$ cat src/rtl/engine_pkg.sv
// Shared constants and types for the digit-serial add/subtract engine.
package engine_pkg;

  // Default operand width and bits handled per clock.
  localparam int DEF_WIDTH = 32;
  localparam int DEF_DIGIT = 8;

  // Two-state sequencer: waiting for work, or walking the digits.
  typedef enum logic {
    ST_IDLE = 1'b0,
    ST_RUN  = 1'b1
  } state_t;

  // Digit counter width. It must hold the values 0..n so that the
  // post-increment after the last digit never wraps.
  function automatic int cnt_bits(input int n);
    return (n < 1) ? 1 : $clog2(n + 1);
  endfunction

endpackage

$ cat src/rtl/addsub_digit.sv
// One DIGIT-wide ripple slice. It reports the carry out of the slice and
// the carry into the slice MSB, which is used for signed-overflow detection.
module addsub_digit #(
  parameter int DIGIT = 8
) (
  input  logic [DIGIT-1:0] i_a,
  input  logic [DIGIT-1:0] i_b,
  input  logic             i_cin,
  output logic [DIGIT-1:0] o_sum,
  output logic             o_cout,
  output logic             o_cmsb
);

  logic [DIGIT:0] w_full;

  // Widened add. The carry into the MSB is recovered from the MSB sum bit,
  // so the same expression works for DIGIT == 1.
  always_comb begin
    w_full = {1'b0, i_a} + {1'b0, i_b} + {{DIGIT{1'b0}}, i_cin};
    o_sum  = w_full[DIGIT-1:0];
    o_cout = w_full[DIGIT];
    o_cmsb = w_full[DIGIT-1] ^ i_a[DIGIT-1] ^ i_b[DIGIT-1];
  end

endmodule

$ cat src/rtl/addsub_seq.sv
// Digit-serial adder/subtractor. It takes WIDTH/DIGIT cycles per operation,
// least-significant digit first. Flags are updated only on the final digit.
module addsub_seq
  import engine_pkg::*;
#(
  parameter int WIDTH = DEF_WIDTH,
  parameter int DIGIT = DEF_DIGIT
) (
  input  logic             clk,
  input  logic             reset,
  input  logic             start,
  input  logic [WIDTH-1:0] a,
  input  logic [WIDTH-1:0] b,
  input  logic             sub,
  input  logic             cin,
  output logic             busy,
  output logic             done,
  output logic [WIDTH-1:0] q,
  output logic             cout,
  output logic             ovf,
  output logic             zero
);

  localparam int N  = WIDTH / DIGIT;
  localparam int CW = cnt_bits(N);

  // Reject a geometry that would leave a partial digit.
  if ((DIGIT < 1) || (WIDTH % DIGIT != 0)) begin : g_bad_geometry
    $error("addsub_seq: WIDTH must be a positive multiple of DIGIT");
  end

  state_t           r_state;
  state_t           w_state_nxt;
  logic             w_accept;
  logic             w_run;
  logic             w_last;

  logic [WIDTH-1:0] r_a;
  logic [WIDTH-1:0] r_b;      // already conditionally inverted at launch
  logic             r_carry;
  logic [CW-1:0]    r_cnt;
  logic [WIDTH-1:0] r_q;
  logic             r_cout;
  logic             r_ovf;
  logic             r_zero;
  logic             r_done;

  logic [31:0]      w_sh;
  logic [DIGIT-1:0] w_a_dig;
  logic [DIGIT-1:0] w_b_dig;
  logic [DIGIT-1:0] w_sum;
  logic             w_cout;
  logic             w_cmsb;
  logic [WIDTH-1:0] w_mask;
  logic [WIDTH-1:0] w_q_nxt;

  // State register.
  always_ff @(posedge clk) begin
    if (reset) r_state <= ST_IDLE;
    else       r_state <= w_state_nxt;
  end

  // Next state. A start is taken only while idle. This includes the done
  // cycle, so operations can run back to back.
  always_comb begin
    w_state_nxt = r_state;
    w_accept    = 1'b0;
    w_run       = 1'b0;
    case (r_state)
      ST_IDLE: begin
        if (start) begin
          w_accept    = 1'b1;
          w_state_nxt = ST_RUN;
        end
      end
      ST_RUN: begin
        w_run = 1'b1;
        if (w_last) w_state_nxt = ST_IDLE;
      end
      default: w_state_nxt = ST_IDLE;
    endcase
  end

  // Select the current digit of each latched operand. Also build the result
  // word with this digit merged in, which the zero flag uses on the last step.
  always_comb begin
    w_sh    = 32'(r_cnt) * 32'(DIGIT);
    w_last  = (r_cnt == CW'(N - 1));
    w_a_dig = DIGIT'(r_a >> w_sh);
    w_b_dig = DIGIT'(r_b >> w_sh);
    w_mask  = WIDTH'({DIGIT{1'b1}}) << w_sh;
    w_q_nxt = (r_q & ~w_mask) | (WIDTH'(w_sum) << w_sh);
  end

  addsub_digit #(
    .DIGIT (DIGIT)
  ) u_digit (
    .i_a    (w_a_dig),
    .i_b    (w_b_dig),
    .i_cin  (r_carry),
    .o_sum  (w_sum),
    .o_cout (w_cout),
    .o_cmsb (w_cmsb)
  );

  // Datapath. Operands are latched at launch. Each RUN cycle writes one
  // result digit and passes its carry on. The final digit publishes the
  // flags and the done pulse.
  always_ff @(posedge clk) begin
    if (reset) begin
      r_a     <= '0;
      r_b     <= '0;
      r_carry <= 1'b0;
      r_cnt   <= '0;
      r_q     <= '0;
      r_cout  <= 1'b0;
      r_ovf   <= 1'b0;
      r_zero  <= 1'b1;
      r_done  <= 1'b0;
    end else begin
      r_done <= 1'b0;
      if (w_accept) begin
        r_a     <= a;
        r_b     <= sub ? ~b : b;
        r_carry <= cin;
        r_cnt   <= '0;
      end else if (w_run) begin
        r_q     <= w_q_nxt;
        r_carry <= w_cout;
        r_cnt   <= r_cnt + CW'(1);
        if (w_last) begin
          r_cout <= w_cout;
          r_ovf  <= w_cmsb ^ w_cout;
          r_zero <= (w_q_nxt == '0);
          r_done <= 1'b1;
        end
      end
    end
  end

  assign busy = (r_state == ST_RUN);
  assign done = r_done;
  assign q    = r_q;
  assign cout = r_cout;
  assign ovf  = r_ovf;
  assign zero = r_zero;

endmodule

$ cat config.mk
export PLATFORM = sky130hd
export DESIGN_NAME = addsub_seq
export DESIGN_NICKNAME = d
export VERILOG_FILES = /design/src/rtl/engine_pkg.sv /design/src/rtl/addsub_digit.sv /design/src/rtl/addsub_seq.sv
export SDC_FILE = /design/constraint.sdc
export NUM_CORES = 1
export LEC_CHECK = 0
export ABC_AREA = 1
export BUFFER_PORTS_ARGS = -buffer_cell sky130_fd_sc_hd__buf_2
export CAP_MARGIN = 20
export CORE_ASPECT_RATIO = 1.5
export CORE_MARGIN = 4
export CORE_UTILIZATION = 56
export CTS_CLUSTER_SIZE = 30
export DETAILED_ROUTE_END_ITERATION = 7
export MAX_ROUTING_LAYER = met4
export PLACE_DENSITY = 0.78
export SYNTH_ARGS = -nofsm -noshare
export SYNTH_HDL_FRONTEND = slang
export SYNTH_SLANG_ARGS = --single-unit
$ cat constraint.sdc
create_clock -name clk -period 3.7 [get_ports clk]
set_clock_uncertainty 0.2 [all_clocks]
set_input_delay 0.185 -clock clk [delete_from_list [all_inputs] [get_ports clk]]
set_output_delay 0.185 -clock clk [all_outputs]
set_load 0.01 [all_outputs]
==> impl_metrics.tcl <==
set metrics [dict create \
    syn_area_per_cell_sq_um 6.90 \
    final_core_util_pct 74.2 \
    status "finished clean" \
    wl_microns 17800 \
    hold_viol 0 \
    mappedNetlistNets 869 \
    drive_gt1_share_pct 15.8 \
    async_flop_share_pct 0 \
    seqPwrFrac_pct 43.0 \
    slew_viol_final 0 \
    slew_headroom_pct 37.3 \
    fillerInstances 747 \
    dr_total_vias 5881 \
    final_common_cell "nor2_1" \
    synthFlopType "dfxtp_1" \
    viasPerCell 5.60 \
    drt-initial-drc-count 365 \
    ys_seq_elements 105 \
    drtPass1Iterations 5 \
    fin_crit_ns 3.44 \
    pwr-share-comb_pct 24.1 \
    finalSetupViolCount 0 \
    design.core.area_sq_um 9360 \
    timing.fmax_mhz 291 \
    area_growth_syn_to_layout_pct 28.1 \
    cts_resized 0 \
    hpwl_microns 11800 \
    initial_utilization_pct 57.9 \
    htree_levels 3 \
    yosysSeqAreaShare_pct 38.8 \
    fp-row-count 43 \
    die_h_microns 129 \
    layout.cells.non_filler 1051 \
    worstMarginPinSlew_ns 0.940 \
    synth-edff-count 0 \
    final_cell_mix "154 x nor2_1, 117 x o21ai_0, 105 x nand2_1, 105 x dfxtp_1, 105 x buf_2" \
    synth_area_sq_um 5420 \
    p_switching_mw 0.926 \
    clock-sinks 105 \
    clock_power_share_pct 32.9 \
    min_path_type "in -> reg" \
    synth_top_area_cell "dfxtp_1" \
    post-route-period-util_pct 92.9 \
    path_max_fanout 11 \
    grt_pass1_wl_microns 28400 \
    io_buffer_count 105 \
    die_w_microns 88.3 \
    io_pins 106 \
    clockBufferDepth 2 \
    yosys_warnings 0 \
    synth_cell_type_count 35 \
    crit_path_end_kind "register" \
    cts_setup_buffers 0 \
    synth.top_cell.area_share_pct 38.8 \
    switching_share_pct 31.4 \
    internal_power_mw 2.03 \
    dieArea_sq_um 11400 \
    vdd_ir_drop_max_v 0.000347 \
    p_per_area_nw_per_um2 426 \
    grt_setup_unrepaired "no" \
    synthCells 786 \
    fin_nets 1016 \
    crit_required_ns 3.79 \
    ant_nets 0 \
    crit_path_start_kind "register" \
    leakage_nw 3.28 \
    grt-ovfl-total 0 \
    insertion_delay_ns 0.35 \
    worstPathArrival_ns 3.53 \
    track_usage_pct 33.0 \
    path_class "reg -> reg" \
    gp_congestion 0.954 \
    holdBufCountCts 66 \
    grt_pass1_vias 5852 \
    placedCellCount 968 \
    r2r_slack_ns 0.26 \
    clkTransAtPathRegs_ns 0.07 \
    grt_max_degree 51 \
    maxCapViolCount 0 \
    cts_tree "yes" \
    antenna_found_initial 1 \
    cts_root_buffer "clkbuf_16" \
    cts_buffers 9 \
    drcViolationCount 0 \
    wl_per_cell_microns 17.0 \
    synth_area_leaders "dfxtp_1 39%, o21ai_0 11%, nor2_1 11%" \
    fin_tns_setup_ns 0 \
]
worst paths after layout:
path              cells past startpoint      from  endpoint
setup / recovery                     15  r_cnt[2]       ovf
hold / removal                        2     reset      done
setup reg to reg                     15  r_cnt[2]       ovf
hold reg to reg                       2       ovf       ovf
kinds of logic (layout without fill, tap and decap cells):
logic type               after synthesis  in the layout  share of synthesized area [%]
XOR/XNOR                              35             35                           5.79
other                                  0              1                              0
AO/OA/AOI/OAI                        208            208                           20.5
adder cells (fa/ha/maj)               14             14                           3.51
flip-flops                           105            105                           38.8
AND/OR/NAND/NOR                      306            306                           22.8
buffers and inverters                118            270                           8.59
synth_stat cells, types with 2 or more instances:
cell	count
a21oi_1	63
a32o_1	3
and2_1	2
buf_1	4
buf_2	10
buf_4	2
clkbuf_1	31
dfxtp_1	105
fa_1	2
ha_1	12
inv_1	65
inv_2	5
nand2_1	105
nand2_4	2
nand3_1	34
nand4_1	4
nor2_1	154
o211ai_1	7
o211ai_2	2
o21ai_0	117
o21ai_1	3
o22ai_1	8
o31ai_1	2
xnor2_1	32
xor2_1	2
power groups by stage:
stage          registers [mW]  logic, mW  clock network (mW)
2_1_floorplan            1.29      0.441                   0
3_3_place_gp             1.29      0.628                   0
3_5_place_dp             1.29      0.637                   0
4_1_cts                  1.27      0.696               0.983
5_1_grt                  1.28      0.794                1.03
6_report                 1.27      0.712               0.973
sequential cells by signal, summed over array words and instances, names as in the netlist:
name,flops
r_a,32
zero,1
done,1
r_carry,1
cout,1
ovf,1
busy,1
r_cnt,3
q,32
r_b,32
critical path: stages, from the launching register on:
cell and delay [ns]:
dfxtp_1 0.32, buf_4 0.19, nor2_2 0.45, o21ai_0 0.18, o22ai_1 0.35, ha_1 0.37
nand2_1 0.13, nand3_1 0.14, nand2_1 0.12, nand2_1 0.06, nand2_1 0.06, nand2_1 0.15
xor2_1 0.37, xor2_1 0.19, nand2_1 0.06, nand2_1 0.05
area by class of cell:
type,instances,area [sq um],area share (%)
repair buffers,183,1280,18.4
well taps,112,140,2.02
inverters,71,269,3.87
diodes,1,2.50,0.0360
multi-input cells,563,2850,41.1
flip-flops and latches,105,2100,30.3
clock inverters,7,75.1,1.08
clock buffers,9,225,3.24
metal layers:
layer | up-vias | global-route usage, % | wire length (microns)
li1 | 2872 | - | -
met1 | 2679 | 35.8 | 6660
met2 | 264 | 57.2 | 9260
met3 | 66 | 3.91 | 943
met4 | 0 | 18.3 | 956
met5 | - | - | 0
metrics by stage:
stage / total power, mW / worst slack (ns) / instance area [sq um] / hold WS (ns)
finish: 2.95 / 0.262 / 6940 / 0.138
global route: 3.10 / 0.0895 / 6940 / 0.161
CTS: 2.95 / 0.298 / 6940 / 0.133
detailed placement: 1.93 / 0.331 / 5980 / 0.238
global placement: 1.92 / 0.400 / 5980 / 0.233
floorplan: 1.73 / 0.376 / 5420 / 0.152
(Power assumes the default switching activity.)
